===== config.mk =====
export PLATFORM = sky130hd
export DESIGN_NAME = uart_rx
export DESIGN_NICKNAME = d
export VERILOG_FILES = /design/src/rtl/uart_rx.sv
export SDC_FILE = /design/constraint.sdc
export NUM_CORES = 1
export LEC_CHECK = 0
export CAP_MARGIN = 20
export CELL_PAD_IN_SITES_DETAIL_PLACEMENT = 1
export CELL_PAD_IN_SITES_GLOBAL_PLACEMENT = 2
export CORE_UTILIZATION = 31
export CTS_BUF_LIST = sky130_fd_sc_hd__clkbuf_8
export CTS_CLUSTER_SIZE = 14
export DETAILED_ROUTE_END_ITERATION = 16
export GPL_TIMING_DRIVEN = 0
export PLACE_DENSITY_LB_ADDON = 0.25
export SETUP_SLACK_MARGIN = 0.1
export SYNTH_ARGS = -nofsm -noshare
export SYNTH_HDL_FRONTEND = slang
export SYNTH_SLANG_ARGS = --single-unit

===== constraint.sdc =====
create_clock -name clk -period 2.1 [get_ports clk]
set_input_delay 0.42 -clock clk [delete_from_list [all_inputs] [get_ports clk]]
set_output_delay 0.42 -clock clk [all_outputs]
set_load 0.01 [all_outputs]

===== src/rtl/uart_rx.sv =====
// uart_rx: 16x-oversampled UART receiver with 5-8 data bits, optional parity,
// 1/2 stop bits, a single-word holding register and rts_n flow control.
module uart_rx #(
    parameter int OVERSAMPLE = 16,
    parameter int DATA_W     = 32
) (
    input  logic              clk,
    input  logic              rst,
    input  logic              rx_tick,
    input  logic              rx,
    input  logic [1:0]        data_bit_num_i,
    input  logic              parity_en_i,
    input  logic              parity_type_i,
    input  logic              stop_bit_num_i,
    input  logic              rx_read_i,
    output logic [DATA_W-1:0] rx_data_o,
    output logic              rx_valid_o,
    output logic              rx_done_o,
    output logic              parity_err_o,
    output logic              frame_err_o,
    output logic              overrun_o,
    output logic              rts_n
);
    typedef enum logic [2:0] {IDLE, START, DATA, PARITY, STOP, DONE} state_t;
    localparam int TW = $clog2(OVERSAMPLE);
    localparam logic [TW-1:0] HALF = TW'(OVERSAMPLE / 2 - 1);
    localparam logic [TW-1:0] FULL = TW'(OVERSAMPLE - 1);
    state_t          r_state, w_state_nxt;
    logic            r_rx_meta, r_rx_sync, r_rx_prev;
    logic [TW-1:0]   r_tick_cnt;
    logic [2:0]      r_bit_cnt;
    logic            r_stop_cnt;
    logic [7:0]      r_shift;
    logic [1:0]      r_dbn;
    logic            r_pen, r_ptype, r_sbn;
    logic            r_perr, r_ferr, r_valid;
    logic            w_fall, w_mid, w_bit, w_confirm, w_finish;
    logic [7:0]      w_data;
    // Synchroniser flops reset low so a line held low across reset never looks like a start edge.
    assign w_fall    = r_rx_prev & ~r_rx_sync;
    assign w_mid     = rx_tick && r_tick_cnt == HALF;
    assign w_bit     = rx_tick && r_tick_cnt == FULL;
    assign w_confirm = r_state == START && w_mid && !r_rx_sync;
    // Bits enter at the MSB, so a short word ends up left-aligned and is shifted down.
    assign w_data    = r_shift >> (2'd3 - r_dbn);
    assign rx_done_o  = r_state == DONE;
    assign rx_valid_o = r_valid;
    assign rts_n      = r_valid;
    always_comb begin
        w_state_nxt = r_state;
        w_finish    = 1'b0;
        case (r_state)
            IDLE:    w_state_nxt = w_fall ? START : IDLE;
            START:   w_state_nxt = w_mid ? (r_rx_sync ? IDLE : DATA) : START;
            DATA:    w_state_nxt = (w_bit && r_bit_cnt == {1'b1, r_dbn}) ? (r_pen ? PARITY : STOP) : DATA;
            PARITY:  w_state_nxt = w_bit ? STOP : PARITY;
            STOP: begin
                w_finish    = w_bit && r_stop_cnt == r_sbn;
                w_state_nxt = w_finish ? DONE : STOP;
            end
            default: w_state_nxt = IDLE;
        endcase
    end
    always_ff @(posedge clk) begin
        if (rst) begin
            r_state      <= IDLE;
            r_rx_meta    <= 1'b0;
            r_rx_sync    <= 1'b0;
            r_rx_prev    <= 1'b0;
            r_tick_cnt   <= '0;
            r_bit_cnt    <= '0;
            r_stop_cnt   <= 1'b0;
            r_shift      <= '0;
            r_dbn        <= '0;
            r_pen        <= 1'b0;
            r_ptype      <= 1'b0;
            r_sbn        <= 1'b0;
            r_perr       <= 1'b0;
            r_ferr       <= 1'b0;
            r_valid      <= 1'b0;
            rx_data_o    <= '0;
            parity_err_o <= 1'b0;
            frame_err_o  <= 1'b0;
            overrun_o    <= 1'b0;
        end else begin
            r_rx_meta <= rx;
            r_rx_sync <= r_rx_meta;
            r_rx_prev <= r_rx_sync;
            r_state   <= w_state_nxt;
            if (r_state == IDLE || (r_state == START && w_mid) || w_bit)
                r_tick_cnt <= '0;
            else if (rx_tick)
                r_tick_cnt <= r_tick_cnt + 1'b1;
            if (w_confirm) begin
                r_bit_cnt  <= '0;
                r_stop_cnt <= 1'b0;
                r_perr     <= 1'b0;
                r_ferr     <= 1'b0;
                r_dbn      <= data_bit_num_i;
                r_pen      <= parity_en_i;
                r_ptype    <= parity_type_i;
                r_sbn      <= stop_bit_num_i;
            end
            if (r_state == DATA && w_bit) begin
                r_shift   <= {r_rx_sync, r_shift[7:1]};
                r_bit_cnt <= r_bit_cnt + 1'b1;
            end
            if (r_state == PARITY && w_bit)
                r_perr <= r_rx_sync != (^w_data ^ r_ptype);
            if (r_state == STOP && w_bit) begin
                r_stop_cnt <= r_stop_cnt + 1'b1;
                if (!r_rx_sync)
                    r_ferr <= 1'b1;
            end
            if (w_finish) begin
                rx_data_o    <= DATA_W'(w_data);
                parity_err_o <= r_perr;
                frame_err_o  <= r_ferr | ~r_rx_sync;
            end
            r_valid   <= w_finish | (r_valid & ~rx_read_i);
            overrun_o <= rx_read_i ? 1'b0 : overrun_o | (w_finish & r_valid);
        end
    end
endmodule


# Yosys cells after proc, flatten, opt, wreduce, memory -nomap -nowiden
# Cells that the tools add are included.
[word_totals]
inputBits = 10
wordCells = 79
ff_bits = 41
out_inout_bits = 38
[op_classes]
shifts = 1
n_reduce_logical = 19
mux = 17
bitwise_logic = 9
eq_ne = 10
add_sub_neg = 4
[op_table]
columns = ["cell", "n"]
rows = [
  ["$mux W3", 5],
  ["$pmux W3 S5", 1],
  ["$logic_and A1 B1 Y1", 9],
  ["$mux W1", 9],
  ["$reduce_xor A8 Y1", 1],
  ["$shr A8 B2 Y8", 1],
  ["$eq A3 B2 Y1 const B", 2],
  ["$eq A3 B3 Y1 const B", 2],
  ["$reduce_bool A2 Y1", 3],
  ["$add A4 B1 Y4 const B", 1],
  ["$eq A4 B3 Y1 const B", 1],
  ["$eq A4 B4 Y1 const B", 1],
  ["$mux W2", 2],
  ["$reduce_or A2 Y1", 2],
  ["$add A3 B1 Y3 const B", 1],
  ["$and A1 B1 Y1", 3],
  ["$eq A3 B1 Y1 const B", 1],
  ["$eq A3 B3 Y1", 1],
  ["$logic_not A3 Y1", 1],
  ["$or A1 B1 Y1", 3],
  ["$logic_or A1 B1 Y1", 2],
  ["$not A1 Y1", 2],
  ["$sub A2 B2 Y2 const A", 1],
  ["$add A1 B1 Y1 const B", 1],
  ["other kinds (4)", 4],
]

# Depth between registers and ports, before layout
[logic_depth]
ltp_word = 7
mapped_depth = 7
depth_no_buf = 6

# Worst setup path after synthesis
# No wires, ideal clock.
[synth_path]
kind = "reg-to-reg"
startpoint = "reg r_tick_cnt[0]"
endpoint = "reg rx_data_o[2]"
slack_ns = 0.465
required_ns = 1.972
setup_ns = 0.128
stages_incl_launch_ff = 8
path_buffers = 1
synth_period_minus_slack_ns = 1.635
arrival_ns = 1.507
cell_sequence = "dfxtp_1 > ha_1 > and3_4 > nand4_4 > nor2_4 > buf_6 > mux2i_1 > nor2_1"
[synth_via]
elab_chain_cells = 4
[synth_lines]
columns = ["element", "line_no", "rtl"]
rows = [
  ["start, declared", "30", "logic [TW-1:0] r_tick_cnt;"],
  ["start signal, assigned", "93", "r_tick_cnt <= r_tick_cnt + 1'b1;"],
  ["$eq A4 B4 Y1", "42", "assign w_bit = rx_tick && r_tick_cnt == FULL;"],
  ["$logic_and A1 B1 Y1", "42", ""],
  ["$logic_and A1 B1 Y1", "58", "w_finish = w_bit && r_stop_cnt == r_sbn;"],
  ["$mux W1", "52", "case (r_state)"],
  ["end signal, assigned", "116", "rx_data_o <= DATA_W'(w_data);"],
  ["end, declared", "16", "output logic [DATA_W-1:0] rx_data_o,"],
]
# Every way passes these cells.
# A chain may end at the register's enable or synchronous reset.

# Worst setup path after layout
[layout_path]
startpoint = "reg r_state[2]"
endpoint = "out rx_done_o"
[layout_via]
elab_chain_cells = 1
[layout_lines]
columns = ["element", "line_no", "rtl"]
rows = [
  ["start, declared", "28", "state_t r_state, w_state_nxt;"],
  ["start signal, assigned", "89", "r_state <= w_state_nxt;"],
  ["$eq A3 B3 Y1", "46", "assign rx_done_o = r_state == DONE;"],
  ["end, declared", "18", "output logic rx_done_o,"],
]
# Every way passes these cells.

==> results.yml <==
route:
  drc: 0
  ant_nets: 0
  first_pass_iters: 4
  vias: 1798
  wl_mm: 5.18
  drt-initial-drc-count: 47
  detail_route.wl_per_cell_um: 12.8
  avgViaCountPerCell: 4.45
synth:
  syn_area_um2: 2240
  synth_sequential_area_ratio_pct: 36.6
  synth_most_common_cell: "dfxtp_1"
  yosys.area_share.simple_pct: 20.5
  yosys.area_share.adder_pct: 1.12
  synth_compound_gate_area_share_pct: 10.8
  async_reset_ff_share_pct: 0
  synth_xor_area_share_pct: 6.03
  synth_edf_count: 0
  yosys_most_used_dff: "dfxtp_1"
  synth_top_family_by_area: "simple AND/OR/NAND/NOR gates"
  netlist_top_cells_count: "41 x dfxtp_1, 30 x nor2_1, 27 x buf_4, 21 x mux2i_1, 20 x nand2_1"
  syn_area_per_cell_um2: 8.93
  yosysUniqueCellTypes: 51
  synth_top_area_cell: "dfxtp_1"
  synthCells: 251
  yosys_register_bits: 41
  muxShareOfSynthArea_pct: 11.4
  synth_top_area_share_pct: 36.6
  yosys_warnings: 0
  synth_area_leaders: "dfxtp_1 37%, mux2i_1 9.4%, buf_4 9.0%"
worst_setup_path:
  crit_type: "reg2out"
  worst_path_max_delay_cell: "clkdlybuf4s50_1"
  arrival_ns: 1.52
  crit_path_end_kind: "primary output"
  critPathTopFamily: "buffers and inverters"
  path_cells: "buf_2 -> and3b_1 -> clkdlybuf4s50_1"
  slowest_delay_ns: 0.52
  path_buf_inv: 2
  cp_max_fo: 10
  startpoint_type: "flop"
  required_ns: 1.68
floorplan:
  rows: 30
  die_h_um: 87.0
  start_util_pct: 32.5
  die_w_um: 87.0
  num_io_pins: 48
  core_area_um2: 6910
  dieArea_um2: 7580
timing:
  setup_tns_ns: 0
  finalMaxSlewViolations: 0
  setup_viol: 0
  hold_violations: 0
  finalCritPeriodShare_pct: 92.2
  maxSlewHeadroom_pct: 58.4
  skew_ns: 0.00715
  setup_ws_ns: 0.164
  rsz0062_at_grt: "no"
  worst_pin_slew_ns: 0.623
  finalCriticalPeriod_ns: 1.94
  fmax_ghz: 0.517
run:
  drv_cap: 0
placed_design:
  dp_hpwl_mm: 3.73
  io_buffers: 22
  routabilityCongestion: 0.736
  dp_worst_setup_slack_ns: 0.0315
  placedCellCount: 392
global_route:
  grt_max_degree: 13
  grt_pass1_vias: 1711
  grt_pass1_wl_mm: 8.54
  track_usage_pct: 14.7
  antenna_found_initial: 0
  overflow: 0
cts:
  cts.sinks: 41
  htreeDepth: 2
  cts_tree: "yes"
  cts_hold_buf: 0
  cts_buffers: 5
  insertion_delay_ns: 0.29
  clockBufferDepth: 2
  root_buffer: "clkbuf_8"
  path_clk_slew_ns: 0.08
worst_hold_path:
  hp-class: "in2reg"
pwr:
  p_sw_share_pct: 21.3
  pwr-share-clk_pct: 42.5
  p_leak_nw: 1.13
  power.internal_mw: 1.22
  pwr-share-seq_pct: 50.7
  ir_worst_vdd_uv: 243
  comb_power_share_pct: 6.8
  p_total_mw: 1.54
  power.switching_mw: 0.329
  powerDensity_nw_per_um2: 546
layout:
  final_nets: 319
  final_util_pct: 41.0
  drive_gt1_share_pct: 18.8
  instances_no_fill: 404
  areaGrowthSynthToFinish_pct: 26.2
  fillers: 849
  insertedDiodeCount: 0
outcome:
  status: "finished clean"
[final timing paths]
check / start / endpoint / slack (ns) / cells past startpoint
hold reg to reg: r_rx_meta / r_rx_sync / 0.45 / 1
setup / recovery: r_state[2] / rx_done_o / 0.16 / 3
hold / removal: rx_tick / r_tick_cnt[0] / 0.43 / 3
setup reg to reg: r_tick_cnt[0] / r_stop_cnt / 0.22 / 6
[layer usage]
layer	vias up	GRT usage [%]	wire, um
met5	-	0	0
met1	832	19.7	2640
met3	5	2.56	206
met4	0	4.55	64
met2	42	24.1	2270
li1	919	-	-
[kinds of logic (layout without fill, tap and decap cells)]
family                     count (synthesis)  count (layout)
muxes                                     24              24
other                                      1              24
AOI/OAI and AO/OA                         39              39
buffers and inverters                     46              80
and+or+nand+nor                           86              86
adders and majority gates                  2               2
xor gates and xnor gates                  12              12
DFF                                       41              41
[flip-flops by register name, summed over array words and instances, names as in the netlist]
name and flops:
r_tick_cnt 4, r_state 3, r_bit_cnt 3, r_pen 1, r_ferr 1, r_rx_sync 1
frame_err_o 1, parity_err_o 1, r_sbn 1, r_rx_meta 1, r_rx_prev 1, r_perr 1
r_shift 8, overrun_o 1, rts_n 1, r_stop_cnt 1, r_dbn 2, r_ptype 1
rx_data_o 8
[metrics by stage]
stage | hold WS [ns] | area [um^2]
6_report | 0.430 | 2830
5_1_grt | 0.442 | 2830
4_1_cts | 0.425 | 2800
3_5_place_dp | 0.434 | 2670
3_3_place_gp | 0.423 | 2670
2_1_floorplan | 0.414 | 2330
[cell usage in the layout (no fill, tap or decap), types with 3 or more instances in the layout]
cell type,Yosys,layout
conb_1,1,24
dfxtp_1,41,40
clkbuf_1,8,6
clkbuf_8,0,7
nor2_1,30,30
nor3_1,3,3
buf_6,3,3
o21ai_0,7,7
nand2_1,20,20
buf_2,2,3
a21oi_1,14,14
buf_4,27,31
mux2i_1,21,21
o21ai_1,3,3
xnor2_1,3,3
nand4_1,4,4
nand3_1,5,5
xor2_1,7,7
inv_1,5,6
clkdlybuf4s50_1,0,22
nor2b_1,7,7
[worst register-to-register path, stage by stage (launching register included)]
cell,delay (ns)
dfxtp_1,0.38
ha_1,0.25
and3_4,0.24
nand4_1,0.46
nand3_1,0.25
o21a_1,0.14
nor2_1,0.03
[power by group through the flow]
stage                     clock [mW]  sequential, mW  combinational, mW
final                          0.656           0.783              0.106
after global routing           0.719           0.783              0.115
after CTS                      0.688           0.783              0.104
after detailed placement           0           0.802              0.103
after global placement             0           0.802              0.103
after floorplan                    0           0.800             0.0775
[final cells by class]
cell class	count	area, um^2	area share (%)
repair buffers	26	250	8.84
multi-input cells	187	1210	42.7
inverters	5	18.8	0.663
plain buffers	41	293	10.3
clock inverters	2	33.8	1.19
well taps	96	120	4.24
clock buffers	6	82.6	2.92
flip-flops and latches	41	825	29.1
[what timing repair did]
item,CTS,global route
setup endpoints to repair,1,7
pin swaps,0,1
buffers inserted,0,4
gates resized for setup,5,2
No activity file was read; power rests on OpenSTA's default activity.
